===== src/rtl/cast_credit_source.sv =====
// Credit-based flit transmitter for the cast network: emits num_pkts packets of
// PKT_LEN flits, one flit per held credit, and reports when every credit is back.
module cast_credit_source #(
  parameter int unsigned DW           = 32,
  parameter int unsigned BUFFER_ALLOC = 4,
  parameter int unsigned CRED_W       = $clog2(BUFFER_ALLOC) + 1,
  parameter int unsigned PKT_LEN      = 4,
  parameter logic [9:0]  STREAM_ID    = 10'd0
) (
  input  logic              clk,
  input  logic              rst,
  input  logic              start,
  input  logic [15:0]       num_pkts,
  output logic              valid_o,
  output logic [DW-1:0]     data_o,
  input  logic              ready_i,
  input  logic              credit_upd,
  output logic              busy,
  output logic              done,
  output logic [CRED_W-1:0] credit_cnt,
  output logic              credit_err
);

  localparam int unsigned SEQ_W = DW - 2;
  localparam int unsigned IDX_W = (PKT_LEN > 1) ? $clog2(PKT_LEN) : 1;
  localparam logic [IDX_W-1:0]  LAST_IDX  = IDX_W'(PKT_LEN - 1);
  localparam logic [CRED_W-1:0] FULL_CRED = CRED_W'(BUFFER_ALLOC);

  typedef enum logic [1:0] {
    ST_IDLE  = 2'd0,
    ST_SEND  = 2'd1,
    ST_DRAIN = 2'd2,
    ST_DONE  = 2'd3
  } state_e;

  state_e            state_q, state_d;
  logic [CRED_W-1:0] cred_q, cred_d;
  logic              err_q, err_d;
  logic [IDX_W-1:0]  idx_q, idx_d;
  logic [15:0]       pkt_q, pkt_d;
  logic [15:0]       npkts_q, npkts_d;
  logic [SEQ_W-1:0]  seq_q, seq_d;
  logic              valid_q, valid_d;
  logic [DW-1:0]     data_q, data_d;
  logic              busy_q, busy_d;
  logic              done_q, done_d;
  logic              xfer;
  logic              last_flit;

  // Flit image for a given position within the packet and run-global sequence.
  function automatic logic [DW-1:0] make_flit(input logic [IDX_W-1:0] idx,
                                              input logic [SEQ_W-1:0] seq);
    logic [DW-1:0] f;
    f = '0;
    if (idx == '0) begin
      f[DW-1:DW-2] = 2'b01;
      f[9:0]       = STREAM_ID;
    end else begin
      f[DW-1:DW-2] = (idx == LAST_IDX) ? 2'b10 : 2'b00;
      f[SEQ_W-1:0] = seq;
    end
    return f;
  endfunction

  always_comb begin
    state_d   = state_q;
    cred_d    = cred_q;
    err_d     = err_q;
    idx_d     = idx_q;
    pkt_d     = pkt_q;
    npkts_d   = npkts_q;
    seq_d     = seq_q;
    data_d    = data_q;
    xfer      = valid_q & ready_i;
    last_flit = (idx_q == LAST_IDX) && ((pkt_q + 16'd1) == npkts_q);

    // Credit accounting runs in every state; a simultaneous take and return cancel.
    case ({xfer, credit_upd})
      2'b10: cred_d = cred_q - CRED_W'(1);
      2'b01: begin
        if (cred_q == FULL_CRED) err_d = 1'b1;
        else                     cred_d = cred_q + CRED_W'(1);
      end
      default: ;
    endcase

    case (state_q)
      ST_IDLE: begin
        if (start) begin
          npkts_d = num_pkts;
          idx_d   = '0;
          pkt_d   = '0;
          seq_d   = '0;
          state_d = (num_pkts != 16'd0) ? ST_SEND : ST_DONE;
        end
      end
      ST_SEND: begin
        if (xfer) begin
          seq_d = seq_q + SEQ_W'(1);
          if (idx_q == LAST_IDX) begin
            idx_d = '0;
            pkt_d = pkt_q + 16'd1;
          end else begin
            idx_d = idx_q + IDX_W'(1);
          end
          if (last_flit) state_d = ST_DRAIN;
        end
      end
      ST_DRAIN: begin
        if (cred_d == FULL_CRED) state_d = ST_DONE;
      end
      ST_DONE: state_d = ST_IDLE;
      default: state_d = ST_IDLE;
    endcase

    // Outputs are registered from next-state values so they line up with the state.
    if (state_d == ST_SEND) data_d = make_flit(idx_d, seq_d);
    valid_d = (state_d == ST_SEND) && (cred_d != '0);
    busy_d  = (state_d == ST_SEND) || (state_d == ST_DRAIN);
    done_d  = (state_d == ST_DONE);
  end

  always_ff @(posedge clk) begin
    if (rst) begin
      state_q <= ST_IDLE;
      cred_q  <= FULL_CRED;
      err_q   <= 1'b0;
      idx_q   <= '0;
      pkt_q   <= '0;
      npkts_q <= '0;
      seq_q   <= '0;
      valid_q <= 1'b0;
      data_q  <= '0;
      busy_q  <= 1'b0;
      done_q  <= 1'b0;
    end else begin
      state_q <= state_d;
      cred_q  <= cred_d;
      err_q   <= err_d;
      idx_q   <= idx_d;
      pkt_q   <= pkt_d;
      npkts_q <= npkts_d;
      seq_q   <= seq_d;
      valid_q <= valid_d;
      data_q  <= data_d;
      busy_q  <= busy_d;
      done_q  <= done_d;
    end
  end

  assign valid_o    = valid_q;
  assign data_o     = data_q;
  assign busy       = busy_q;
  assign done       = done_q;
  assign credit_cnt = cred_q;
  assign credit_err = err_q;

endmodule


===== config.mk =====
export PLATFORM = sky130hd
export DESIGN_NAME = cast_credit_source
export DESIGN_NICKNAME = d
export VERILOG_FILES = /design/src/rtl/cast_credit_source.sv
export SDC_FILE = /design/constraint.sdc
export NUM_CORES = 1
export LEC_CHECK = 0
export BUFFER_PORTS_ARGS = -buffer_cell sky130_fd_sc_hd__clkbuf_2
export CORE_AREA = 5 5 120 122
export DETAILED_ROUTE_END_ITERATION = 8
export DIE_AREA = 0 0 125 127
export GPL_TIMING_DRIVEN = 1
export PLACE_DENSITY = 0.54
export SYNTH_ARGS = -nofsm -noshare
export SYNTH_HDL_FRONTEND = slang
export SYNTH_SLANG_ARGS = --single-unit
export TNS_END_PERCENT = 100

===== constraint.sdc =====
create_clock -name clk -period 5.1 [get_ports clk]
set_input_delay 0.765 -clock clk [delete_from_list [all_inputs] [get_ports clk]]
set_output_delay 0.765 -clock clk [all_outputs]
set_load 0.005 [all_outputs]

==> results.json <==
{
  "nets": 706,
  "grt_pass1_vias": 4519,
  "seq_power_share_pct": 49.2,
  "r2r-start": "pkt_q[0]",
  "synthCells": 635,
  "internal-power_w": 0.00125,
  "rows": 42,
  "synthToLayoutAreaGrowth_pct": 13.4,
  "synth_area_leaders": "dfxtp_1, nand2_1, a21oi_1, nor2_1, a22o_1",
  "path_max_fanout": 19,
  "fmaxAchievable_mhz": 238,
  "die_w_um": 125,
  "viasPerCell": 5.61,
  "placedCellCount": 840,
  "outcome": "complete, no violations",
  "synth.area.mux_share_pct": 1.29,
  "num_vias": 4800,
  "stdcell_count": 856,
  "crit_required_ps": 5370,
  "place.port_buffers": 59,
  "synth-seq-cells": 105,
  "worstPathCellList": "ha_1, and4_1, or4b_4, xnor2_2, o2111ai_2, nor4_4, o211ai_1, ha_1, o311a_1, nand2_1, o31ai_1",
  "regToRegEndpoint": "data_o[19]",
  "drive_gt1_share_pct": 15.0,
  "clkPwrFrac_pct": 38.0,
  "synth.distinct_cells": 66,
  "die-area_mm2": 0.0159,
  "ys_warn_count": 0,
  "netlist_area_mm2": 0.00516,
  "slowest_delay_ps": 690,
  "worst-path-stages": 11,
  "clockBufferDepth": 2,
  "antennaDiodeCount": 0,
  "cts_tree": "yes",
  "drc": 0,
  "r2r_cells": 11,
  "cts_buffers": 9,
  "final_cell_mix": "dfxtp_1, nand2_1, nor2_1",
  "core_area_mm2": 0.0131,
  "fill_cells": 1285,
  "cp.arrival_ps": 4480,
  "synth_xor_area_share_pct": 4.56,
  "routed_wl_um": 14200,
  "yosysTopAreaCell": "dfxtp_1",
  "p_leak_nw": 2.17,
  "fin_crit_ps": 4210,
  "grt_first_pass_wirelength_um": 23400,
  "start_util_pct": 39.4,
  "dr.pass1.iters": 5,
  "cts_htree_levels": 3,
  "grt_max_degree": 39,
  "clock_latency_ps": 360,
  "synth_nets": 666,
  "synth_edf_count": 0,
  "slew_violations": 0,
  "overflow": 0,
  "synth-compound-area-share_pct": 19.9,
  "setup_viol": 0,
  "tightest_slew_ps": 829,
  "root_buffer": "clkbuf_16",
  "gp_congestion": 0.834,
  "setup_tns_ps": 0,
  "r2r_setup_slack_ps": 890,
  "clkSlewWorstSetupHoldPaths_ps": 70,
  "synth_top_area_share_pct": 40.7,
  "drv_cap": 0,
  "cpMaxStageDelayCell": "o311a_1",
  "wl_per_cell_um": 16.6,
  "antenna_found_initial": 0,
  "post-route-util_pct": 44.7,
  "critPathKind": "reg -> reg",
  "holdBufCountCts": 0,
  "cts_resized": 0,
  "synth-adder-area-share_pct": 2.42,
  "power_density_mw_per_mm2": 300,
  "crit_path_end": "data_o[19]",
  "cts_setup_buffers": 0,
  "start_kind": "flip-flop",
  "rsz0062_at_grt": "no",
  "combPwrFrac_pct": 12.8,
  "crit_path_end_kind": "flip-flop",
  "switching_share_pct": 28.5,
  "min_path_type": "reg -> reg",
  "seq_area_frac_synth_pct": 40.7,
  "crit_path_frequent_cell": "ha_1",
  "drt_iter0_drc": 358,
  "layout_commonest_cell": "dfxtp_1",
  "slew_headroom_pct": 44.8,
  "crit_start": "pkt_q[0]",
  "irDropWorstVdd_uv": 132,
  "cp_num_buf_inv": 0,
  "clock-sinks": 105,
  "io_pins": 60,
  "final.period_utilization_pct": 82.5,
  "grt.total_usage_pct": 17.9,
  "synth_top_family_by_area": "simple AND/OR/NAND/NOR gates",
  "die_h_um": 127,
  "hold_viol_final": 0,
  "synth_flop_cell": "dfxtp_1",
  "final_antenna_net_count": 0,
  "dp_hpwl_um": 10000,
  "power_switching_w": 0.000500,
  "async_flop_share_pct": 0,
  "clock_skew_ps": 11.8,
  "min_from": "data_o[29]",
  "syn-mean-instance-area_um2": 8.13,
  "yosys.area_share.simple_pct": 26.9,
  "critPathTopFamily": "compound AO/OA/AOI/OAI gates"
}
==> layer usage <==
layer / global-route usage, % / vias up / share of wire (%)
li1: - / 2363 / -
met1: 24.8 / 2280 / 48
met2: 28.3 / 136 / 45
met3: 2.80 / 21 / 5.0
met4: 6.38 / 0 / 1.8
met5: 0 / - / 0
==> worst min-delay path by stage <==
stage                             to  slack (ps)  cells past startpoint
after detailed placement  data_o[29]         440                      2
final                     data_o[29]         450                      2
after floorplan           data_o[16]         440                      2
after global placement    data_o[16]         430                      2
after CTS                 data_o[16]         460                      2
after global routing      data_o[29]         470                      2
==> synth_stat cells, types with 2 or more instances <==
library cell / count
a21oi_1: 54
nand3_1: 21
a22o_1: 18
buf_1: 2
nor2b_1: 2
and4_1: 8
nand2_1: 91
or4_1: 3
a31oi_1: 5
clkbuf_1: 24
and2_1: 4
dfxtp_1: 105
o311a_1: 2
buf_2: 8
o21bai_1: 4
nand4b_1: 2
and3_1: 10
nor2_1: 62
a21o_1: 4
o22ai_1: 6
nand4_1: 17
nand3b_1: 4
nor4_1: 9
or3_1: 8
o21ai_0: 31
nand2b_1: 2
a211oi_1: 3
o211ai_1: 11
xnor2_1: 12
xor2_1: 13
ha_1: 10
mux2_2: 5
a311oi_1: 4
o21a_1: 3
o31a_1: 4
nor3_1: 17
buf_4: 2
o31ai_1: 2
inv_1: 16
==> power groups by stage <==
stage	Sequential (W)	Clock (W)	Combinational [W]
floorplan	0.000876	0	0.000153
global route	0.000866	0.000717	0.000248
global placement	0.000882	0	0.000219
finish	0.000863	0.000667	0.000224
CTS	0.000863	0.000687	0.000225
detailed placement	0.000883	0	0.000223
==> tightest hold or removal path: cells and delay by family, from the launching register on <==
family             cells  cell delay [ps]
and+or+nand+nor        1               40
DFF                    1              330
AOI/OAI and AO/OA      1               50
==> per-stage QoR <==
stage	setup WS [ps]	hold WS, ps	area (µm²)	power (W)
after floorplan	1960	439	5160	0.00103
after global placement	955	431	5570	0.00110
after detailed placement	850	442	5570	0.00111
after CTS	850	459	5850	0.00178
after global routing	409	473	5850	0.00183
final	891	455	5850	0.00175
==> kinds of logic (layout without fill, tap and decap cells) <==
family,after synthesis,count (layout)
AO/OA/AOI/OAI,160,160
XOR/XNOR,26,26
adder cells (fa/ha/maj),10,10
buffers and inverters,53,98
flip-flops,105,105
multiplexers,6,6
AND/OR/NAND/NOR,275,275
==> flip-flops by register name (all words and copies together) (netlist names) <==
| name | cells |
|---|---|
| credit_err | 1 |
| idx_q | 2 |
| busy | 1 |
| seq_q | 30 |
| valid_o | 1 |
| state_q | 2 |
| pkt_q | 16 |
| npkts_q | 16 |
| credit_cnt | 3 |
| done | 1 |
| data_o | 32 |
==> area by class of cell <==
class | instances | area (µm²) | area share [%]
tap | 176 | 220 | 3.76
multi-input combinational | 477 | 2840 | 48.6
clock buffer | 10 | 229 | 3.91
timing repair buffer | 66 | 348 | 5.95
clock inverter | 6 | 48.8 | 0.834
sequential | 105 | 2100 | 35.9
inverter | 16 | 60.1 | 1.03
Note: power is estimated with default switching activity, not from simulation.
